`src/rtl/yuv422_to_rgb888.sv`:
```
// YUV 4:2:2 to RGB888 streaming decoder (BT.601 full range, fixed point).
// Even beats carry {Y0, U}. Odd beats carry {Y1, V}. Each odd beat yields two
// RGB pixels. They are staged in a two-entry pair buffer and drained P0 then P1.
// Sustained throughput is one pixel per cycle.
module yuv422_to_rgb888 #(
   parameter int unsigned FRAC = 8,
   parameter int unsigned K_RV = 359,
   parameter int unsigned K_GU = 88,
   parameter int unsigned K_GV = 183,
   parameter int unsigned K_BU = 454
) (
   input  logic        clk,
   input  logic        rst,
   input  logic        in_valid,
   output logic        in_ready,
   input  logic [15:0] in_data,
   input  logic        in_sof,
   output logic        out_valid,
   input  logic        out_ready,
   output logic [23:0] out_data
);

   localparam logic [0:0] PH_EVEN = 1'b0;
   localparam logic [0:0] PH_ODD  = 1'b1;

   // 20-bit signed arithmetic: largest product magnitude is 454 * 128 = 58112.
   localparam logic signed [19:0] KRV = 20'(K_RV);
   localparam logic signed [19:0] KGU = 20'(K_GU);
   localparam logic signed [19:0] KGV = 20'(K_GV);
   localparam logic signed [19:0] KBU = 20'(K_BU);
   localparam logic signed [19:0] RND = 20'(1 << (FRAC - 1));

   logic [0:0]  phase_q, phase_d;
   logic [7:0]  y0_q, y0_d;
   logic [7:0]  u_q, u_d;
   logic [23:0] p0_q, p0_d;
   logic [23:0] p1_q, p1_d;
   logic        p0_vld_q, p0_vld_d;
   logic        p1_vld_q, p1_vld_d;

   logic        accept;
   logic        pop;
   logic        odd_beat;
   logic        even_beat;

   logic signed [19:0] y0_s, y1_s, u_s, v_s;
   logic signed [19:0] r_off, g_off, b_off;
   logic [23:0]        pix0, pix1;

   // Clamp a signed channel sum into the 0..255 range.
   function automatic logic [7:0] sat8(input logic signed [19:0] x);
      logic [7:0] res;
      if (x < 20'sd0) begin
         res = 8'd0;
      end else if (x > 20'sd255) begin
         res = 8'hFF;
      end else begin
         res = x[7:0];
      end
      return res;
   endfunction

   // Handshake decode. An SOF beat always restarts a pair as its even half.
   always_comb begin
      if (phase_q == PH_EVEN) begin
         in_ready = 1'b1;
      end else begin
         // The odd half may only land when the pair buffer is free this cycle.
         in_ready = !p0_vld_q && (!p1_vld_q || out_ready);
      end
      accept    = in_valid && in_ready;
      pop       = out_valid && out_ready;
      odd_beat  = accept && (phase_q == PH_ODD) && !in_sof;
      even_beat = accept && !odd_beat;
   end

   // Colour conversion of the pending pair. u comes from the hold register, v from the odd beat.
   always_comb begin
      y0_s  = $signed({12'd0, y0_q});
      y1_s  = $signed({12'd0, in_data[15:8]});
      u_s   = $signed({12'd0, u_q}) - 20'sd128;
      v_s   = $signed({12'd0, in_data[7:0]}) - 20'sd128;
      r_off = (KRV * v_s + RND) >>> FRAC;
      g_off = (KGU * u_s + KGV * v_s + RND) >>> FRAC;
      b_off = (KBU * u_s + RND) >>> FRAC;
      pix0  = {sat8(y0_s + r_off), sat8(y0_s - g_off), sat8(y0_s + b_off)};
      pix1  = {sat8(y1_s + r_off), sat8(y1_s - g_off), sat8(y1_s + b_off)};
   end

   // Phase FSM and even-half hold registers next state.
   always_comb begin
      phase_d = phase_q;
      y0_d    = y0_q;
      u_d     = u_q;
      if (even_beat) begin
         y0_d    = in_data[15:8];
         u_d     = in_data[7:0];
         phase_d = PH_ODD;
      end else if (odd_beat) begin
         phase_d = PH_EVEN;
      end
   end

   // Pair buffer next state. A new pair may land in the same cycle P1 drains.
   always_comb begin
      p0_d     = p0_q;
      p1_d     = p1_q;
      p0_vld_d = p0_vld_q;
      p1_vld_d = p1_vld_q;
      if (odd_beat) begin
         p0_d     = pix0;
         p1_d     = pix1;
         p0_vld_d = 1'b1;
         p1_vld_d = 1'b1;
      end else if (pop) begin
         if (p0_vld_q) begin
            p0_vld_d = 1'b0;
         end else begin
            p1_vld_d = 1'b0;
         end
      end
   end

   // Phase and hold register state.
   always_ff @(posedge clk or posedge rst) begin
      if (rst) begin
         phase_q <= PH_EVEN;
         y0_q    <= 8'd0;
         u_q     <= 8'd0;
      end else begin
         phase_q <= phase_d;
         y0_q    <= y0_d;
         u_q     <= u_d;
      end
   end

   // Pair buffer state. Reset drops any undrained pixels.
   always_ff @(posedge clk or posedge rst) begin
      if (rst) begin
         p0_q     <= 24'd0;
         p1_q     <= 24'd0;
         p0_vld_q <= 1'b0;
         p1_vld_q <= 1'b0;
      end else begin
         p0_q     <= p0_d;
         p1_q     <= p1_d;
         p0_vld_q <= p0_vld_d;
         p1_vld_q <= p1_vld_d;
      end
   end

   // Output mux: P0 first, then P1. Both come straight from registers, so data holds under stall.
   always_comb begin
      out_valid = p0_vld_q || p1_vld_q;
      out_data  = p0_vld_q ? p0_q : p1_q;
   end

endmodule

```
`config.mk`:
```
export PLATFORM = sky130hd
export DESIGN_NAME = yuv422_to_rgb888
export DESIGN_NICKNAME = d
export VERILOG_FILES = /design/src/rtl/yuv422_to_rgb888.sv
export SDC_FILE = /design/constraint.sdc
export NUM_CORES = 1
export LEC_CHECK = 0
export CORE_AREA = 2 2 198 200
export DETAILED_ROUTE_END_ITERATION = 8
export DIE_AREA = 0 0 200 202
export DONT_BUFFER_PORTS = 1
export PLACE_DENSITY_LB_ADDON = 0.15
export SYNTH_ARGS = -nofsm -noshare
export SYNTH_HDL_FRONTEND = slang
export SYNTH_SLANG_ARGS = --single-unit
```
`constraint.sdc`:
```
create_clock -name clk -period 7 [get_ports clk]
set_input_delay 0.7 -clock clk [delete_from_list [all_inputs] [get_ports clk]]
set_output_delay 0.7 -clock clk [all_outputs]
set_load 0.005 [all_outputs]
```
==> impl_metrics.yaml <==
run_status:
  outcome: "finished clean"
setup_path:
  cp.required_ns: 7.29
  reg2reg_to: "p1_q[15]"
  r2r_setup_slack_ns: 0.08
  slowest_stage: "fa_1"
  reg2reg_from: "u_q[1]"
  cp-end-kind: "register"
  endpoint: "p1_q[15]"
  startpoint: "u_q[1]"
  r2r_cells: 35
  timing.critical_path.mode_cell: "buf_4"
  crit_path_max_fanout: 8
  cpPeakStageDelay_ns: 0.53
  start_kind: "register"
  critPathKind: "register to register"
  cp.arrival_ns: 7.20
clock_tree:
  cts_tree: "done"
  clk_latency_ns: 0.35
  clock_path_buffers: 2
  cts_num_sinks: 67
  cts_hold_buf: 0
  cts_max_level: 3
  clk_pin_slew_ns: 0.07
  cts_buffers: 9
  root_buffer: "clkbuf_16"
worst_hold_path:
  min_path_type: "register to register"
global_routing:
  grt_pass1_vias: 9601
  antenna_found_initial: 0
  grt_start_max_net_pins: 68
  grt.total_usage: 0.163
  grt_pass1_wl_um: 51700
  gr-total-overflow: 0
placed_design:
  port_buffers: 0
  hpwl_um: 26800
  gp_congestion: 0.838
  dp_slack_ns: -0.435
synthesis:
  ys_warn_count: 0
  yosys.area.top_type: "ha_1"
  synth_edf_count: 0
  ys_async_sr_fraction: 1.00
  synthTopCellsByCount: "ha_1, inv_1, nor2_1"
  synth_compound_area_frac: 0.185
  synthMuxAreaShare: 0.0396
  synth.avg_cell_area_um2: 8.80
  synthCells: 1296
  synth_cell_types: 91
  synth_top_family_by_area: "adder cells"
  synth_top_area_share: 0.220
  ys.flop_type: "dfrtp_1"
  synth_seq_area_share: 0.147
  synth.most_common_cell: "ha_1"
  synth_simple_gate_area_share: 0.149
  synth_fa_ha_area_frac: 0.355
  synth-seq-cells: 67
  netlist_area_um2: 11400
  synth_nets: 1592
  synth_xor_area_frac: 0.0484
  ys_top_cells_by_area: "ha_1, dfrtp_1, fa_1"
timing:
  maxSlewViolCount: 0
  slew_headroom: 0.396
  finalSetupViolations: 0
  hold_violations: 0
  timing.final.crit_share: 0.988
  layout_min_cycle_time_ns: 6.92
  rsz0062_at_grt: "true"
  max_freq_mhz: 145
  worst-slew-pin-transition_ns: 0.905
  clock_skew_ns: 0.0109
  finalWorstSetupSlack_ns: 0.0829
floorplan:
  initial_core_util: 0.298
  dieHeight_um: 202
  ios: 47
  row_count: 72
  core_um2: 38300
  die_area_um2: 40400
  die_x_um: 200
layout:
  fill_cells: 3930
  syn_to_final_growth_pct: 21.5
  diodes: 0
  fin_nets: 1720
  fin_util: 0.362
  layout-drive-gt1-share: 0.218
detailed_routing:
  wl_um: 32200
  first_iter_violations: 400
  drt_pass1_iterations: 5
  vias: 9369
  wire_per_inst_um: 16.5
  postRouteAntennaNets: 0
  vias_per_cell: 4.81
  drc: 0
flow_run:
  maxCapViolCount: 0
[logic make-up after synthesis]
kind of cell    count (synthesis)
fa+ha+maj                     279
buf+inv                       227
flops                          67
compound gates                299
xor+xnor                       63
mux                            41
simple gates                  320
[repair_timing]
| item | CTS | global route |
|---|---|---|
| hold endpoints to repair | 0 | 0 |
| setup endpoints to repair | 16 | 45 |
| buffers inserted | 11 | 9 |
| pin swaps | 18 | 44 |
| resized for setup | 32 | 73 |
[worst min path at each step]
stage | from | to | slack, ns | cells after the start
2_1_floorplan | p0_q[19] | p0_q[19] | 0.44 | 2
3_3_place_gp | p0_q[19] | p0_q[19] | 0.46 | 2
3_5_place_dp | p1_q[15] | p1_q[15] | 0.47 | 1
4_1_cts | in_valid | phase_q | 0.46 | 2
5_1_grt | in_valid | phase_q | 0.48 | 2
6_report | p1_q[15] | p1_q[15] | 0.48 | 1
[layout by cell type, fill, tap and decap left out, types with 35 or more instances in the layout]
master	count
fa_1	72
dfrtp_1	67
inv_1	190
o21ai_0	55
nand2_1	75
xnor2_1	35
buf_4	134
ha_1	191
a21oi_1	52
nor2_1	70
[registers in the layout (all words and copies together) (netlist names)]
name	cells
phase_q	1
p1_q	24
p1_vld_q	1
p0_vld_q	1
u_q	8
y0_q	8
p0_q	24
[per-stage QoR]
step | hold WS (ns) | TNS, ns | cell area (um2) | std cells
6_report | 0.478 | 0 | 13800 | 1947
5_1_grt | 0.483 | -4.49 | 13800 | 1947
4_1_cts | 0.464 | 0 | 13500 | 1941
3_5_place_dp | 0.466 | -7.44 | 12900 | 1914
3_3_place_gp | 0.456 | -5.58 | 12900 | 1914
2_1_floorplan | 0.444 | 0 | 11400 | 1296
[worst max-delay path, delay by kind of cell, from the launching register on]
| kind | cells | cell delay (ns) |
|---|---|---|
| buf+inv | 8 | 0.89 |
| simple gates | 11 | 1.38 |
| fa+ha+maj | 9 | 3.26 |
| compound gates | 6 | 0.77 |
| flops | 1 | 0.39 |
| xor+xnor | 1 | 0.14 |
[routing by layer]
layer  GRT usage  wire length, um  vias to the layer above
li1            -                -                     4806
met1       0.222            15600                     4425
met2       0.272            15100                      112
met3      0.0209              869                       26
met4      0.0394              554                        0
met5           0                0                        -
[area by class of cell]
| cell class | instances | area [um2] | share of cell area |
|---|---|---|---|
| Clock buffer | 9 | 225 | 0.0163 |
| Clock inverter | 7 | 82.6 | 0.00596 |
| Inverter | 196 | 738 | 0.0533 |
| Multi-Input combinational cell | 1002 | 9290 | 0.671 |
| Sequential cell | 67 | 1680 | 0.121 |
| Tap cell | 518 | 648 | 0.0468 |
| Timing Repair Buffer | 148 | 1180 | 0.0853 |
Power is left out: the tool's default activity adds up to more than one toggle a clock period on the data nets, which glitch-free logic cannot reach.
